[config.mk]
export PLATFORM = sky130hd
export DESIGN_NAME = instr_loader
export DESIGN_NICKNAME = d
export VERILOG_FILES = /design/src/rtl/instr_loader.sv
export SDC_FILE = /design/constraint.sdc
export NUM_CORES = 1
export LEC_CHECK = 0
export CAP_MARGIN = 20
export CORE_MARGIN = 2
export CORE_UTILIZATION = 58
export DETAILED_ROUTE_END_ITERATION = 6
export DONT_BUFFER_PORTS = 1
export PLACE_DENSITY = 0.76
export SETUP_SLACK_MARGIN = 0.2
export SKIP_LAST_GASP = 1
export SYNTH_ARGS = -nofsm -noshare
export SYNTH_HDL_FRONTEND = slang
export SYNTH_SLANG_ARGS = --single-unit
export TNS_END_PERCENT = 50
[constraint.sdc]
create_clock -name clk -period 1.8 [get_ports clk]
set_clock_uncertainty 0.2 [all_clocks]
set_input_delay 0.27 -clock clk [delete_from_list [all_inputs] [get_ports clk]]
set_output_delay 0.27 -clock clk [all_outputs]
set_load 0.005 [all_outputs]
[src/rtl/instr_loader.sv]
// Program loader for the MiniCPU 16x8 instruction store: byte-stream fill, length/checksum check, gated fetch.
// Optional LOADER_CHECKSUM_EN adds a trailing checksum byte (CSUM state and running sum).
module instr_loader #(
  parameter int ADDR_W = 4,
  parameter int DATA_W = 8
) (
  input  logic              clk,
  input  logic              rst_n,
  input  logic              load_start,
  input  logic              in_valid,
  output logic              in_ready,
  input  logic [DATA_W-1:0] in_data,
  input  logic [ADDR_W-1:0] fetch_addr,
  output logic [DATA_W-1:0] fetch_instr,
  output logic              cpu_run,
  output logic              busy,
  output logic              err,
  output logic [ADDR_W:0]   byte_count
);

  localparam int DEPTH = 1 << ADDR_W;

  typedef enum logic [2:0] {
    S_IDLE,
    S_LEN,
    S_DATA,
    S_CSUM,
    S_RUN,
    S_ERR
  } state_e;

  state_e              state_q, state_d;
  logic [DATA_W-1:0]   mem_q [DEPTH];
  logic [ADDR_W:0]     len_q;
  logic [ADDR_W:0]     byte_count_q;
  logic [ADDR_W:0]     cnt_inc;
  logic [ADDR_W-1:0]   wptr;
  logic                xfer;
  logic                start_acc;
  logic                len_bad;
  logic                last_byte;

`ifdef LOADER_CHECKSUM_EN
  logic [DATA_W-1:0]   sum_q;

  function automatic logic [DATA_W-1:0] csum_add(input logic [DATA_W-1:0] acc,
                                                 input logic [DATA_W-1:0] b);
    return acc + b;
  endfunction
`endif

  // The write pointer is the low bits of the accepted-byte count; N <= depth keeps it in range.
  assign wptr      = byte_count_q[ADDR_W-1:0];
  assign cnt_inc   = byte_count_q + (ADDR_W+1)'(1);
  assign xfer      = in_valid && in_ready;
  assign start_acc = load_start && (state_q == S_IDLE || state_q == S_RUN || state_q == S_ERR);
  assign len_bad   = (in_data == '0) || ({1'b0, in_data} > (DATA_W+1)'(DEPTH));
  assign last_byte = (cnt_inc == len_q);

  always_ff @(posedge clk or negedge rst_n) begin
    if (!rst_n) begin
      state_q <= S_IDLE;
    end else begin
      state_q <= state_d;
    end
  end

  always_comb begin
    state_d = state_q;
    unique case (state_q)
      S_IDLE, S_RUN, S_ERR: begin
        if (load_start) state_d = S_LEN;
      end
      S_LEN: begin
        if (xfer) state_d = len_bad ? S_ERR : S_DATA;
      end
      S_DATA: begin
`ifdef LOADER_CHECKSUM_EN
        if (xfer && last_byte) state_d = S_CSUM;
`else
        if (xfer && last_byte) state_d = S_RUN;
`endif
      end
`ifdef LOADER_CHECKSUM_EN
      S_CSUM: begin
        if (xfer) state_d = (in_data == sum_q) ? S_RUN : S_ERR;
      end
`endif
      default: state_d = S_IDLE;
    endcase
  end

  always_comb begin
    busy        = (state_q == S_LEN) || (state_q == S_DATA) || (state_q == S_CSUM);
    in_ready    = busy;
    cpu_run     = (state_q == S_RUN);
    err         = (state_q == S_ERR);
    byte_count  = byte_count_q;
    fetch_instr = cpu_run ? mem_q[fetch_addr] : '0;
  end

  // A new session wipes the whole store so a short program never exposes stale words.
  always_ff @(posedge clk or negedge rst_n) begin
    if (!rst_n) begin
      len_q        <= '0;
      byte_count_q <= '0;
`ifdef LOADER_CHECKSUM_EN
      sum_q        <= '0;
`endif
      for (int i = 0; i < DEPTH; i++) mem_q[i] <= '0;
    end else if (start_acc) begin
      byte_count_q <= '0;
`ifdef LOADER_CHECKSUM_EN
      sum_q        <= '0;
`endif
      for (int i = 0; i < DEPTH; i++) mem_q[i] <= '0;
    end else begin
      if (state_q == S_LEN && xfer && !len_bad) len_q <= in_data[ADDR_W:0];
      if (state_q == S_DATA && xfer) begin
        mem_q[wptr]  <= in_data;
        byte_count_q <= cnt_inc;
`ifdef LOADER_CHECKSUM_EN
        sum_q        <= csum_add(sum_q, in_data);
`endif
      end
    end
  end

endmodule
==> flow_summary_export.csv, run 1 <==
group,metric,value,unit
status,outcome,"complete, but fails checks",
status,violations,"hold timing, setup timing",
worst_setup_path,cp-start-kind,"flop",
sta,max_clock_freq,405.6,MHz
cells_and_area,instances_no_fill,939,
placement,place_inst,854,
cells_and_area,antennaDiodeCount,0,
power_and_ir_drop,peakVddDrop,0.7325,mV
yosys,ys_warn_count,0,
placement,port_buffers,0,
cells_and_area,final_cell_mix,"nand2_1, dfrtp_1, o21ai_1",
cts,cts_buffers,17,
placement,gp_congestion,0.7813,
cells_and_area,layout-drive-gt1-share,42.05,%
min_path,hold_class,"primary input to async pin",
sta,tightest_slew,1.423,ns
cts,insertion_delay,0.43,ns
worst_setup_path,path_class,"flop to primary output",
sta,finalSetupViolations,151,
cts,ctsLongestPathBuffers,2,
floorplan,dieArea,13110,um2
route,drtIter0Drc,1502,
yosys,synth_nets,763,
worst_setup_path,required,1.33,ns
worst_setup_path,critPathMaxFanout,2,
floorplan,die_w,114.5,um
cts,cts_hold_buf,10,
placement,post-dp-hpwl,10580,um
yosys,syn_area_per_cell,9.533,um2
worst_setup_path,critical-path-slowest-cell,"mux4_2",
grt,grt_pass1_wl,33870,um
route,top_layer_used,"met4",
grt,antenna_found_initial,0,
sta,whs,-0.6729,ns
worst_setup_path,path_cells,"mux4_2, mux2i_1, o22ai_2",
cells_and_area,postLayoutCoreUtil,80.97,%
floorplan,core,11960,um2
grt,globalRouteTotalUtil,34.52,%
yosys,synth_cells,743,
sta,max_slew_margin,5.167,%
route,firstDrtPassIters,6,
grt,gr-total-overflow,0,
sta,fin_crit_sh,137.0,%
cts,h-tree-depth,4,
route,route.detailed.drc,0,
sta,setup_ws,-0.6656,ns
route,dr_wl_met3,4180,um
floorplan,fp.dieH,114.5,um
yosys,ys_ff_latch,141,
route,num_vias,6983,
cells_and_area,final_common_cell,"nand2_1",
sta,hold_viol_final,141,
route,met1_length,9130,um
worst_setup_path,path_buf_inv,0,
power_and_ir_drop,leakage,4.285,nW
sta,rsz0062_at_grt,"true",
worst_setup_path,crit_family,"multiplexers",
route,wl,28410,um
grt,grt_max_degree,142,
route,wl_met2,12890,um
route,via_per_inst,7.437,
worst_setup_path,slowest_delay,0.54,ns
cells_and_area,area_delta_synth_final,36.74,%
grt,grt_pass1_vias,6212,
floorplan,io_pins,33,
power_and_ir_drop,powerDensity,810.2,nW/um2
sta,slew_violations,0,
worst_setup_path,cp.arrival,2.00,ns
floorplan,start_util,59.22,%
cts,cts_sinks,141,
yosys,yosysSeqAreaShare,49.81,%
cts,root_buffer,"clkbuf_16",
cts,cts.clk_slew.worst_paths,0.06,ns
cells_and_area,nNetsFinal,799,
cts,cts_tree,"yes",
worst_setup_path,worstSetupEndpointType,"primary output",
yosys,syn_area,7083,um2
floorplan,rows,40,
sta,fin_crit,2.466,ns
yosys,yosysUniqueCellTypes,40,
route,antenna_left,0,
flow_run,maxCapViolCount,0,
route,wl_per_cell,30.26,um
cells by family after synthesis:
logic type | after synthesis | synth area share, %
simple gates | 304 | 17.66
mux | 53 | 13.23
flops | 141 | 49.81
xor+xnor | 8 | 0.9891
fa+ha+maj | 4 | 0.7066
buf+inv | 80 | 6.271
compound gates | 153 | 11.32
routing by layer:
layer	track usage [%]	up-vias
li1	-	2587
met1	43.49	3373
met2	55.62	769
met3	8.364	254
met4	18.05	0
met5	0	-
final timing paths:
kind / startpoint / to / slack, ns / depth (start not counted)
worst max-delay path: mem_q[54] / fetch_instr[6] / -0.67 / 3
worst min-delay path: rst_n / mem_q[25] / -0.67 / 0
worst max register to register: state_q[0] / mem_q[4] / -0.36 / 10
worst min register to register: mem_q[117] / mem_q[117] / 0.32 / 2
max in group asynchronous: rst_n / byte_count[1] / 1.90 / 0
min in group clk: load_start / mem_q[41] / 0.07 / 4
power breakdown:
group | internal [mW] | total [mW] | switching, mW | leakage [nW]
Sequential | 3.21 | 3.26 | 0.0437 | 1.95
Combinational | 0.314 | 0.769 | 0.455 | 2.03
Clock | 2.34 | 3.82 | 1.48 | 0.300
Total | 5.87 | 7.85 | 1.98 | 4.28
worst register-to-register path, stage by stage (launching register included):
cell,delay (ns)
dfrtp_1,0.40
buf_6,0.13
nand4bb_4,0.18
buf_6,0.16
buf_6,0.14
nor2_4,0.19
and2_4,0.22
buf_4,0.12
buf_12,0.13
nand2_1,0.09
o21ai_0,0.15
cell usage after synthesis, drive strengths merged:
library cell  count  area [um2]
and2             13       81.33
mux2              5       56.30
nor3              3       20.02
clkbuf            6       23.77
xnor2             4       35.03
nand3b            1       7.510
or3               1       6.260
mux2i            16       160.2
a22o              2       17.52
nand2           264       991.0
o22ai             9       56.30
o211ai            2       15.01
buf              70       405.4
o2111a            1       11.26
o2111ai           1       8.760
nor2              7       28.78
o21ai           136       680.7
dfrtp           141        3528
o31ai             1       7.510
and3              5       31.28
nor3b             2       20.02
nand3             3       20.02
nor2b             2       12.51
nand4bb           1       11.26
nor4b             1       15.01
nor4              1       6.260
a21oi             1       5.000
inv               4       15.01
xor2              4       35.03
ha                4       50.05
mux4             32       720.7
flip-flops by register name, summed over array words and instances, names as in the netlist:
| name | flops |
|---|---|
| mem_q | 128 |
| byte_count | 5 |
| len_q | 5 |
| state_q | 3 |
timing repair:
item | in CTS | in global routing
hold endpoints to repair | 278 | 141
endpoints found under the setup margin | 150 | 153
buffers inserted | 18 | 13
pin swaps | 40 | 45
gates cloned | 8 | 4
resized for setup | 126 | 212
final cells by class:
class | instances | area, um2
Multi-Input combinational cell | 522 | 4016
Clock buffer | 25 | 535.5
Timing Repair Buffer | 93 | 1305
Tap cell | 147 | 183.9
Inverter | 4 | 15.01
Clock inverter | 7 | 98.84
Fill cell | 480 | 2276
Sequential cell | 141 | 3531
stage by stage:
step | power [mW] | TNS (ns) | cell area (um2) | setup WS (ns)
2_1_floorplan | 3.689 | 0 | 7183 | 0.08633
3_3_place_gp | 3.667 | 0 | 7289 | 0.03849
3_5_place_dp | 3.683 | -0.1378 | 7289 | -0.02883
4_1_cts | 7.542 | -19.22 | 8763 | -0.3559
5_1_grt | 7.962 | -36.99 | 9686 | -0.6781
6_report | 7.847 | -31.99 | 9686 | -0.6656
No activity file was read; power rests on OpenSTA's default activity.
==> run 2, diff against run 1 <==
--- a/config.mk
+++ b/config.mk
@@ -7,10 +7,9 @@
 export LEC_CHECK = 0
 export CAP_MARGIN = 20
 export CORE_MARGIN = 2
-export CORE_UTILIZATION = 58
+export CORE_UTILIZATION = 35
 export DETAILED_ROUTE_END_ITERATION = 6
 export DONT_BUFFER_PORTS = 1
-export PLACE_DENSITY = 0.76
 export SETUP_SLACK_MARGIN = 0.2
 export SKIP_LAST_GASP = 1
 export SYNTH_ARGS = -nofsm -noshare
==> flow_summary_export.csv, run 2 (synthesis gave the netlist of run 1 again) <==
group,metric,value,unit
grt,grt_max_degree,142,
cts,root_buffer,"clkbuf_16",
cells_and_area,largest_reg_flops,128,
cells_and_area,final_common_cell,"nand2_1",
grt,grt_pass1_wl,33640,um
sta,setup_ws,-0.4370,ns
power_and_ir_drop,powerDensity,792.5,nW/um2
cts,cts_buffers,17,
cts,h-tree-depth,4,
status,outcome,"complete, but fails checks",
cells_and_area,area_delta_synth_final,43.58,%
placement,placed_cell_area,7511,um2
worst_setup_path,worstSetupEndpointType,"primary output",
worst_setup_path,path_class,"flop to primary output",
cts,cts_sinks,141,
grt,globalRouteTotalUtil,20.67,%
sta,setup-tns-final,-29.38,ns
status,violations,"hold timing, setup timing",
sta,finalSetupViolations,148,
floorplan,core,20040,um2
min_path,hold_class,"primary input to async pin",
cells_and_area,top_register,"mem_q",
sta,max_slew_margin,4.811,%
worst_setup_path,crit_family,"multiplexers",
sta,hold_viol_final,141,
placement,post-dp-hpwl,11060,um
power_and_ir_drop,p_total,8.059,mW
worst_setup_path,critical-path-slowest-cell,"mux4_2",
sta,whs,-0.6539,ns
sta,slew_violations,0,
placement,place_inst,986,
floorplan,rows,52,
route,wl_per_cell,20.73,um
floorplan,io_pins,33,
cts,cts_tree,"yes",
worst_setup_path,path_cells,"mux4_2, mux2i_2, buf_4, o22ai_2",
route,route.detailed.drc,0,
cells_and_area,layout-drive-gt1-share,46.20,%
floorplan,start_util,35.35,%
floorplan,die_w,146.3,um
worst_setup_path,cp_num_cells,4,
worst_setup_path,cp.arrival,1.77,ns
power_and_ir_drop,peakVddDrop,0.7371,mV
route,antenna_left,0,
floorplan,fp.dieH,146.3,um
sta,max_clock_freq,447.0,MHz
worst_setup_path,required,1.33,ns
cts,insertion_delay,0.42,ns
cells_and_area,final_cell_area,10170,um2
cells_and_area,instances_no_fill,1088,
placement,gp_congestion,0.7376,
cts,ctsLongestPathBuffers,2,
sta,tightest_slew,1.423,ns
cells_and_area,final_cell_mix,"nand2_1, dfrtp_1, o21ai_1",
route,firstDrtPassIters,5,
cells_and_area,num-fill-cells,1685,
placement,port_buffers,0,
sta,fin_crit,2.237,ns
sta,rsz0062_at_grt,"true",
cells_and_area,postLayoutCoreUtil,50.75,%
route,num_vias,5893,
worst_setup_path,path_buf_inv,1,
worst_setup_path,cp-start-kind,"flop",
worst_setup_path,r2r_cells,10,
grt,antenna_found_initial,2,
route,wl,22560,um
route,via_per_inst,5.416,
sta,fin_crit_sh,124.3,%
worst_setup_path,slowest_delay,0.52,ns
flow_run,maxCapViolCount,0,
power_and_ir_drop,leakage,4.424,nW
cts,cts.clk_slew.worst_paths,0.06,ns
cells_and_area,nNetsFinal,823,
grt,grt_pass1_vias,5856,
route,drtIter0Drc,417,
worst_setup_path,critPathMaxFanout,2,
floorplan,dieArea,21390,um2
grt,gr-total-overflow,0,
[run 2: final cells by class]
type | instances | area, um2 | share of cell area (%)
antenna | 2 | 5.005 | 0.04921
clock inverter | 11 | 162.7 | 1.599
timing repair buffer | 117 | 1588 | 15.61
tap | 270 | 337.8 | 3.322
clock buffer | 21 | 480.5 | 4.724
multi-input combinational | 522 | 4046 | 39.79
sequential | 141 | 3532 | 34.73
inverter | 4 | 17.52 | 0.1722
[run 2: worst reg2reg max path, delay by kind of cell, from the launching register on]
| kind | cells | cell delay (ns) |
|---|---|---|
| buf+inv | 5 | 0.66 |
| simple gates | 4 | 0.65 |
| flops | 1 | 0.39 |
| compound gates | 1 | 0.12 |
[run 2: report_power, final]
part / internal (mW) / switching (mW) / leakage, nW / total, mW
combinational: 0.481 / 0.486 / 2.16 / 0.967
clock: 2.46 / 1.38 / 0.311 / 3.84
sequential: 3.21 / 0.0391 / 1.95 / 3.25
total: 6.15 / 1.91 / 4.42 / 8.06
[run 2: worst paths after layout]
| kind | to | start | slack (ns) |
|---|---|---|---|
| worst max-delay path | fetch_instr[1] | mem_q[97] | -0.44 |
| worst min-delay path | len_q[4] | rst_n | -0.65 |
| worst max register to register | mem_q[77] | state_q[2] | -0.28 |
| worst min register to register | mem_q[114] | mem_q[114] | 0.31 |
| max in group asynchronous | byte_count[0] | rst_n | 1.66 |
| min in group clk | state_q[1] | in_data[2] | 0.09 |
[run 2: repair_timing]
action,in CTS,in global routing
setup buffers,28,10
cloned,17,2
pin swaps,81,52
setup endpoints to repair,154,155
endpoints found under the hold margin,277,142
resized for setup,183,203
hold buffers,10,1
[run 2: metal layers]
metal	track usage, %	part of all wire, %
met1	26.14	40
met2	33.37	51
met3	4.844	5.9
met4	10.44	3.4
met5	0	0
[run 2: per-stage QoR]
stage,worst slack [ns],hold WS [ns]
finish,-0.4370,-0.6539
global placement,-0.01593,-0.2170
floorplan,0.08633,-0.2256
global route,-0.4815,-0.6796
CTS,-0.4268,-0.6705
detailed placement,-0.02859,-0.2178
==> run 3, diff against run 2 <==
--- a/config.mk
+++ b/config.mk
@@ -5,6 +5,7 @@
 export SDC_FILE = /design/constraint.sdc
 export NUM_CORES = 1
 export LEC_CHECK = 0
+export ABC_AREA = 1
 export CAP_MARGIN = 20
 export CORE_MARGIN = 2
 export CORE_UTILIZATION = 35
==> flow_summary_export.csv, run 3 <==
group,metric,value,unit
yosys,synthTopCellsByArea,"dfrtp_1, o21ai_0, nand3_1",
yosys,yosysUniqueCellTypes,29,
route,wl,22610,um
cells_and_area,postLayoutCoreUtil,49.19,%
worst_setup_path,critPathMaxFanout,8,
power_and_ir_drop,p_total,8.922,mW
yosys,ys_warn_count,0,
sta,hold_viol_final,141,
cells_and_area,instances_no_fill,1123,
cells_and_area,top_register,"mem_q",
worst_setup_path,path_class,"flop to flop",
flow_run,maxCapViolCount,0,
grt,globalRouteTotalUtil,21.93,%
sta,setup_ws,-0.2483,ns
grt,antenna_found_initial,0,
cts,insertion_delay,0.44,ns
route,wl_per_cell,20.14,um
yosys,yosysSeqAreaShare,51.55,%
cts,cts_sinks,141,
cells_and_area,final_cell_mix,"dfrtp_1, inv_1, o21ai_0",
grt,grt_max_degree,142,
cts,h-tree-depth,4,
cts,root_buffer,"clkbuf_16",
yosys,yosys.area.top_type,"dfrtp_1",
grt,gr-total-overflow,0,
placement,gp_congestion,0.8465,
power_and_ir_drop,peakVddDrop,0.8234,mV
sta,tightest_slew,0.4272,ns
sta,fin_crit,2.048,ns
placement,port_buffers,0,
sta,whs,-0.6731,ns
yosys,synth-edff-count,0,
sta,max_slew_margin,71.45,%
sta,finalSetupViolations,147,
route,drtIter0Drc,610,
worst_setup_path,cp.arrival,2.16,ns
yosys,syn_area_per_cell,8.752,um2
grt,grt_pass1_vias,6041,
cts,cts_hold_buf,2,
sta,slew_violations,0,
floorplan,rows,51,
route,antenna_left,0,
yosys,synthFlopType,"dfrtp_1",
min_path,hold_class,"primary input to async pin",
cells_and_area,area_delta_synth_final,38.96,%
cts,cts_tree,"yes",
route,route.detailed.drc,0,
yosys,yosysTopAreaCellShare,51.55,%
floorplan,io_pins,33,
sta,setup-tns-final,-22.63,ns
power_and_ir_drop,powerDensity,938.2,nW/um2
cts,ctsLongestPathBuffers,2,
floorplan,die_w,143.8,um
cts,cts_buffers,17,
yosys,synth_commonest_cells,"dfrtp_1, o21ai_0, nand3_1, inv_1, a21oi_1",
cells_and_area,antennaDiodeCount,0,
placement,place_inst,1051,
yosys,syn_area,6844,um2
yosys,synth.most_common_cell,"dfrtp_1",
cells_and_area,nNetsFinal,865,
power_and_ir_drop,leakage,3.938,nW
cts,cts.clk_slew.worst_paths,0.06,ns
floorplan,fp.dieH,143.8,um
yosys,synth_cells,782,
placement,post-dp-hpwl,12570,um
grt,grt_pass1_wl,33580,um
floorplan,dieArea,20690,um2
floorplan,core,19330,um2
yosys,ys_ff_latch,141,
cells_and_area,final_common_cell,"dfrtp_1",
worst_setup_path,worstSetupEndpointType,"flop",
worst_setup_path,required,1.91,ns
route,firstDrtPassIters,5,
status,violations,"hold timing, setup timing",
sta,rsz0062_at_grt,"true",
route,via_per_inst,5.540,
worst_setup_path,cp-start-kind,"flop",
status,outcome,"complete, but fails checks",
sta,fin_crit_sh,113.8,%
yosys,ys_async_sr_fraction,100.0,%
sta,max_clock_freq,488.2,MHz
cells_and_area,layout-drive-gt1-share,35.08,%
floorplan,start_util,35.40,%
cells_and_area,largest_reg_flops,128,
route,num_vias,6221,
yosys,synth_nets,802,
[run 3: changes by cell type in the layout (fill, tap and decap cells not counted), sizes merged, moves of 10 or more]
cell	previous run	this run
a21oi	1	74
and2	13	0
inv	4	94
buf	104	94
nand2	264	52
mux4	32	0
nand3	3	129
mux2i	16	0
o22ai	9	66
nand4	0	16
[run 3: path summary, 6_finish.rpt]
path,slack (ns),depth (start not counted),startpoint,to
hold reg to reg,0.31,2,mem_q[5],mem_q[5]
setup / recovery,-0.25,11,state_q[1],mem_q[101]
setup reg to reg,-0.25,11,state_q[1],mem_q[101]
hold / removal,-0.67,0,rst_n,len_q[0]
max in group asynchronous,1.72,0,rst_n,byte_count[0]
min in group clk,0.04,3,load_start,mem_q[107]
[run 3: worst max-delay path, stage by stage, from the launching register on]
cell and delay [ns]:
dfrtp_1 0.39, buf_6 0.12, inv_4 0.03, nor3_4 0.13, inv_2 0.08, nor2_4 0.14
buf_6 0.15, buf_16 0.14, nand4_1 0.19, buf_6 0.23, nand3_2 0.06, o21ai_1 0.06
[run 3: metrics by stage]
step | worst slack, ns | cell area [um2]
finish | -0.2483 | 9510
global route | -0.3433 | 9510
CTS | -0.2488 | 8864
detailed placement | -0.05363 | 7612
global placement | -0.06279 | 7612
floorplan | 0.05923 | 7023
[run 3: final cells by class]
class	count	area (um2)
multi-input cells	494	3628
repair buffers	96	1026
clock buffers	27	543.0
flip-flops and latches	141	3535
fillers	1725	9824
inverters	95	371.6
well taps	265	331.6
clock inverters	5	75.07
[run 3: cells by family (layout without fill, tap and decap cells)]
group | after synthesis | count (layout) | synth area share, %
AOI/OAI and AO/OA | 278 | 278 | 21.54
and+or+nand+nor | 206 | 211 | 16.69
buffers and inverters | 152 | 223 | 9.360
xor gates and xnor gates | 1 | 1 | 0.1280
adders and majority gates | 4 | 4 | 0.7313
DFF | 141 | 141 | 51.55
[run 3: per-layer routing]
layer  vias up  global-route usage [%]  wire, um
li1       2906                       -         -
met2       158                   34.24     11010
met4         0                   9.546       621
met3        41                   5.865      1026
met5         -                       0         0
met1      3116                   28.70      9960
[run 3: what timing repair did]
action | 4_1_cts | 5_1_grt
cloned | 8 | 3
setup buffers | 13 | 14
resized for setup | 83 | 150
endpoints found under the setup margin | 154 | 155
endpoints found under the hold margin | 143 | 141
pin swaps | 20 | 24
[run 3: power by group]
group / total, mW / internal [mW] / switching (mW)
Combinational: 1.95 / 0.753 / 1.20
Clock: 3.66 / 2.33 / 1.33
Sequential: 3.31 / 3.24 / 0.0696
